--- src/rtl/vec_mem.sv ---
// Multi-lane simple-dual-port operand memory with a registered single-beat read port
// and a wrapping burst read engine that streams words to the MAC over valid/ready.
module vec_mem #(
    parameter int DATA_WIDTH = 8,
    parameter int LANES      = 4,
    parameter int DEPTH      = 16,
    parameter int ADDR_WIDTH = 4,
    parameter int RDW_MODE   = 0
) (
    input  logic                          clk,
    input  logic                          rst_n,
    input  logic                          write_en,
    input  logic [ADDR_WIDTH-1:0]         write_address,
    input  logic [LANES*DATA_WIDTH-1:0]   data_in,
    input  logic [LANES-1:0]              write_mask,
    input  logic                          read_en,
    input  logic [ADDR_WIDTH-1:0]         read_address,
    output logic [LANES*DATA_WIDTH-1:0]   data_out,
    output logic                          data_valid,
    input  logic                          burst_start,
    input  logic [ADDR_WIDTH-1:0]         burst_base,
    input  logic [ADDR_WIDTH:0]           burst_len,
    output logic                          burst_busy,
    output logic                          burst_done,
    output logic [LANES*DATA_WIDTH-1:0]   stream_data,
    output logic                          stream_valid,
    input  logic                          stream_ready,
    output logic                          stream_last
);

    localparam int W = LANES * DATA_WIDTH;
    localparam logic [ADDR_WIDTH:0]   DEPTH_L = (ADDR_WIDTH + 1)'(DEPTH);
    localparam logic [ADDR_WIDTH-1:0] LAST_A  = ADDR_WIDTH'(DEPTH - 1);

    typedef enum logic {IDLE, BUSY} state_t;

    logic [W-1:0]          mem [DEPTH];
    state_t                state, state_next;
    logic [ADDR_WIDTH-1:0] addr, addr_next;
    logic [ADDR_WIDTH:0]   rem, len_clamped;
    logic                  do_start, do_single, do_fetch, do_finish;
    logic [W-1:0]          single_word, burst_word;

    function automatic logic in_range(input logic [ADDR_WIDTH-1:0] a);
        return {1'b0, a} < DEPTH_L;
    endfunction

    // Applies the same-edge write to the word being read when new-data forwarding is selected.
    function automatic logic [W-1:0] rdw_view(input logic [ADDR_WIDTH-1:0] a,
                                              input logic [W-1:0]          stored);
        logic [W-1:0] w;
        w = stored;
        if (RDW_MODE == 1 && write_en && write_address == a && in_range(a)) begin
            for (int i = 0; i < LANES; i++) begin
                if (write_mask[i]) w[i*DATA_WIDTH +: DATA_WIDTH] = data_in[i*DATA_WIDTH +: DATA_WIDTH];
            end
        end
        return w;
    endfunction

    // NOTE: the storage array has no reset on purpose; contents must survive rst_n and a
    // reset-free array maps onto plain RAM rather than a bank of resettable flops.
    always_ff @(posedge clk) begin
        if (write_en && in_range(write_address)) begin
            for (int i = 0; i < LANES; i++) begin
                if (write_mask[i]) begin
                    mem[write_address][i*DATA_WIDTH +: DATA_WIDTH] <= data_in[i*DATA_WIDTH +: DATA_WIDTH];
                end
            end
        end
    end

    always_comb begin
        single_word = in_range(read_address) ? rdw_view(read_address, mem[read_address]) : '0;
        burst_word  = in_range(addr) ? rdw_view(addr, mem[addr]) : '0;
        addr_next   = (addr == LAST_A) ? '0 : addr + 1'b1;
        len_clamped = (burst_len > DEPTH_L) ? DEPTH_L : burst_len;
    end

    // NOTE: state registers use non-blocking assignment so every flop samples pre-edge values.
    always_ff @(posedge clk or negedge rst_n) begin
        if (!rst_n) state <= IDLE;
        else        state <= state_next;
    end

    // NOTE: every output of this block gets a default first so no latch is inferred.
    always_comb begin
        state_next = state;
        do_start   = 1'b0;
        do_single  = 1'b0;
        do_fetch   = 1'b0;
        do_finish  = 1'b0;
        case (state)
            IDLE: begin
                if (burst_start) begin
                    do_start   = 1'b1;
                    state_next = BUSY;
                end else if (read_en) begin
                    do_single = 1'b1;
                end
            end
            BUSY: begin
                if (!stream_valid || stream_ready) begin
                    if (rem != '0) begin
                        do_fetch = 1'b1;
                    end else begin
                        do_finish  = 1'b1;
                        state_next = IDLE;
                    end
                end
            end
            default: state_next = IDLE;
        endcase
    end

    assign burst_busy = (state == BUSY);

    always_ff @(posedge clk or negedge rst_n) begin
        if (!rst_n) begin
            data_out     <= '0;
            data_valid   <= 1'b0;
            stream_data  <= '0;
            stream_valid <= 1'b0;
            stream_last  <= 1'b0;
            burst_done   <= 1'b0;
            addr         <= '0;
            rem          <= '0;
        end else begin
            data_valid <= do_single;
            burst_done <= do_finish;
            if (do_single) data_out <= single_word;
            if (do_start) begin
                addr <= burst_base;
                rem  <= len_clamped;
            end
            if (do_fetch) begin
                stream_data  <= burst_word;
                stream_valid <= 1'b1;
                stream_last  <= (rem == (ADDR_WIDTH + 1)'(1));
                addr         <= addr_next;
                rem          <= rem - 1'b1;
            end
            if (do_finish) begin
                stream_valid <= 1'b0;
                stream_last  <= 1'b0;
            end
        end
    end

endmodule

--- config.mk ---
export PLATFORM = sky130hd
export DESIGN_NAME = vec_mem
export DESIGN_NICKNAME = d
export VERILOG_FILES = /design/src/rtl/vec_mem.sv
export SDC_FILE = /design/constraint.sdc
export NUM_CORES = 1
export LEC_CHECK = 0
export BUFFER_PORTS_ARGS = -buffer_cell sky130_fd_sc_hd__buf_2
export CORE_MARGIN = 4
export CORE_UTILIZATION = 66
export DETAILED_ROUTE_END_ITERATION = 10
export PLACE_DENSITY_LB_ADDON = 0.25
export SYNTH_ARGS = -nofsm -noshare
export SYNTH_HDL_FRONTEND = slang
export SYNTH_SLANG_ARGS = --single-unit
export TNS_END_PERCENT = 30
--- constraint.sdc ---
create_clock -name clk -period 4.9 [get_ports clk]
set_clock_uncertainty 0.15 [all_clocks]
set_input_delay 0 -clock clk [delete_from_list [all_inputs] [get_ports clk]]
set_output_delay 0 -clock clk [all_outputs]
set_load 0.1 [all_outputs]
==> metrics.md <==
| Metric | Value |
|---|---|
| Status | complete, no violations |
| Slew margin rel. | 0.08647 |
| Post-CTS Resized | 0 |
| Crit-path max FO | 70 |
| Combinational family with the most area after synthesis | multiplexers |
| Max Clock Freq | 299.6 MHz |
| Total grt overflow | 0 |
| Tcrit/Tclk final | 0.6811 |
| Die ar. | 43360 µm² |
| Seq. cell area | 17340 µm² |
| DRT iter0 DRCs | 2425 |
| Min-delay src | write_address[3] |
| Fin crit period | 3.337 ns |
| Fillers | 2222 |
| Post-route DRC | 0 |
| Max-cap violation count | 0 |
| Clock Root Buffer | clkbuf_16 |
| Final Hold Vio Count | 0 |
| Crit-path slowest cell | and3_4 |
| Endpoint class of the critical path | register |
| Largest net degree at the start of global routing | 76 |
| Most frequent cells in the layout | edfxtp_1, mux4_2, mux2i_1 |
| Multi-input gate area | 8633 µm² |
| Ys Warns | 0 |
| Cells after Synth | 1519 |
| Gr usage total | 0.3332 |
| Peak VDD IR | 0.0006645 V |
| Final antenna-violating net count | 0 |
| RR Endpoint | rem[3]$_DFFE_PN0P_ |
| Max-slew violations | 0 |
| CTS tree | done |
| XOR/XNOR share of the synthesized area | 0 |
| Wire per inst | 31.96 µm |
| Crit path cell chain | inv_1, ha_1, or4b_4, and3_4, mux2_4, a221o_1, dlygate4sd3_1 |
| Crit path from | rem[0]$_DFFE_PN0P_ |
| R2R depth | 7 |
| Area of the core | 39730 µm² |
| Reg-to-Reg Start | rem[0]$_DFFE_PN0P_ |
| Worst slack at placement | 1.910 ns |
| Num CTS Buffers | 58 |
| FP Rows | 73 |
| Initial antenna violation count | 4 |
| Syn Std Cell Area | 26460 µm² |
| Worst Tran Pin Value | 1.365 ns |
| Critical path endpoint | rem[3]$_DFFE_PN0P_ |
| #FFs+latches synth | 590 |
| Setup TNS | 0 ns |
| Seq/Total Area, Yosys | 0.6548 |
| CTS Buffer Depth | 3 |
| Average cell area after synthesis | 17.42 µm² |
| Post-Route WL | 72320 µm |
| Share of cells above drive strength 1 | 0.2866 |
| CTS Hold Bufs | 60 |
| Post-DP HPWL | 40820 µm |
| Die H | 208.2 µm |
| Post-Synth Adder-Cell Area | 0.001891 |
| Critical Path RT | 5.24 ns |
| Via density | 7.249 |
| Syn-to-layout area delta | 14.12% |
| Pleak | 0.01048 µW |
| Clk sinks | 590 |
| DRT Pass-1 Iters | 6 |
| Post-synthesis cell type count | 43 |
| First-pass GRT wire length | 107100 µm |
| CP Launch Type | register |
| Pwr/cell area | 538.7 nW/µm² |
| Final layout net count | 1749 |
| Gpl congestion | 0.8340 |
| Compound-Gate Fraction of Synth Area | 0.06714 |
| Reg2Reg Setup Slack | 1.56 ns |
| Commonest non-fill, non-tap cell in the layout | edfxtp_1 |
| Routed vias | 16404 |
| CP Data Arrival Time | 3.68 ns |
| Initial Utilization | 0.6660 |
| Final setup margin | 1.563 ns |
| Mux contribution to synthesized area | 0.2270 |
| Final setup violation count | 0 |
| RSZ-0062 raised after global routing | no |
| H-tree Lvls | 2 |
| CTS clk-pin slew, worst paths | 0.07 ns |
| Io pins | 128 |
| Syn nets | 1582 |
| # Post-CTS Setup Buffers | 0 |
| Worst min path class | input pin to register |
| Post-synthesis simple-gate area fraction | 0.02898 |
| Slowest stage delay, CP | 0.86 ns |
| Vias in the first global route | 16939 |
| Setup Crit Path Kind | register to register |
| Width of the die | 208.2 µm |
| Worst-Skew Late Latency | 0.61 ns |
| I/O Buffers | 127 |
[stage by stage]
step	area (µm²)	std cells	utilization	hold slack, ns	total power (µW)
5_1_grt	30200	2261	0.7600	0.04793	16760
3_5_place_dp	27630	2091	0.6955	-0.1270	11640
6_report	30200	2263	0.7601	0.04871	16270
2_1_floorplan	26460	1519	-	-0.4456	10370
3_3_place_gp	27630	2091	0.6955	-0.1335	11550
4_1_cts	30190	2259	0.7598	0.01634	16210
[state kept, by name, indices dropped and copies added, names as in the netlist]
name,flops
rem,5
stream_last,1
mem,512
data_out,32
data_valid,1
burst_done,1
stream_data,32
burst_busy,1
stream_valid,1
addr,4
[critical path, delay by kind of cell, from the launching register on]
kind | cells | cell delay (ns)
AOI/OAI and AO/OA | 1 | 0.29
buffers and inverters | 2 | 0.66
and+or+nand+nor | 2 | 1.09
DFF | 1 | 0.42
adders and majority gates | 1 | 0.24
muxes | 1 | 0.36
[layer usage]
| layer | vias to the layer above | GRT usage | share of wire |
|---|---|---|---|
| li1 | 6632 | - | - |
| met4 | 2 | 0.1291 | 0.045 |
| met2 | 1186 | 0.5303 | 0.48 |
| met5 | - | 0 | 0.00024 |
| met1 | 8346 | 0.4481 | 0.34 |
| met3 | 238 | 0.09288 | 0.13 |
[synth_stat cells (all sizes together)]
cell type  count  share of area
nand4          1        0.00024
ha             4         0.0019
a22oi         65          0.018
nand2b         2        0.00047
a221o          4         0.0015
a22o          30         0.0099
a211oi         2        0.00057
a32o           1        0.00038
and2           3        0.00076
nor4           1        0.00024
nor2b         10         0.0024
or3b           2        0.00066
o31ai          1        0.00028
nand2         22         0.0031
mux2i        134          0.051
o221a          1        0.00043
a21oi          2        0.00038
nor3b          2        0.00057
dfrtp         78          0.074
nand3b         2        0.00057
inv            5        0.00071
o2111ai        1        0.00033
o22ai         33         0.0078
or3            2        0.00047
buf           50         0.0096
o21ai         62          0.012
nor2         112          0.016
nor3           2        0.00038
nand3         11         0.0021
mux4         190           0.16
clkbuf        70          0.010
a31oi         65          0.015
or4b           1        0.00052
mux2          34          0.015
and3           2        0.00066
edfxtp       512           0.58
[kinds of logic (layout without fill, tap and decap cells)]
kind of cell             after synthesis  after routing
buffers and inverters                125            340
adder cells (fa/ha/maj)                4              4
multiplexers                         358            358
AND/OR/NAND/NOR                      175            175
flip-flops                           590            590
other                                  0              4
AO/OA/AOI/OAI                        267            267
[report_power, final]
part	total (µW)	switching (µW)	internal, µW
combinational	5490	3740	1750
sequential	6250	439	5810
clock	4530	1880	2650
total	16300	6060	10200
[worst min path at each step]
stage	to	slack, ns	cells after the start
2_1_floorplan	addr[0]$_DFFE_PN0P_	-0.45	0
3_3_place_gp	rem[3]$_DFFE_PN0P_	-0.13	1
3_5_place_dp	rem[1]$_DFFE_PN0P_	-0.13	1
4_1_cts	mem[14][24]$_DFFE_PP_	0.02	3
5_1_grt	mem[12][13]$_DFFE_PP_	0.05	3
6_report	mem[12][13]$_DFFE_PP_	0.05	3
[cell type report]
type,instances,share of cell area
flip-flops and latches,590,0.5741
multi-input cells,804,0.2859
well taps,525,0.02175
repair buffers,227,0.05295
clock buffers,85,0.05610
clock inverters,23,0.008327
inverters,5,0.0006215
diodes,4,0.0003314
Power figures use the tool's default switching activity.
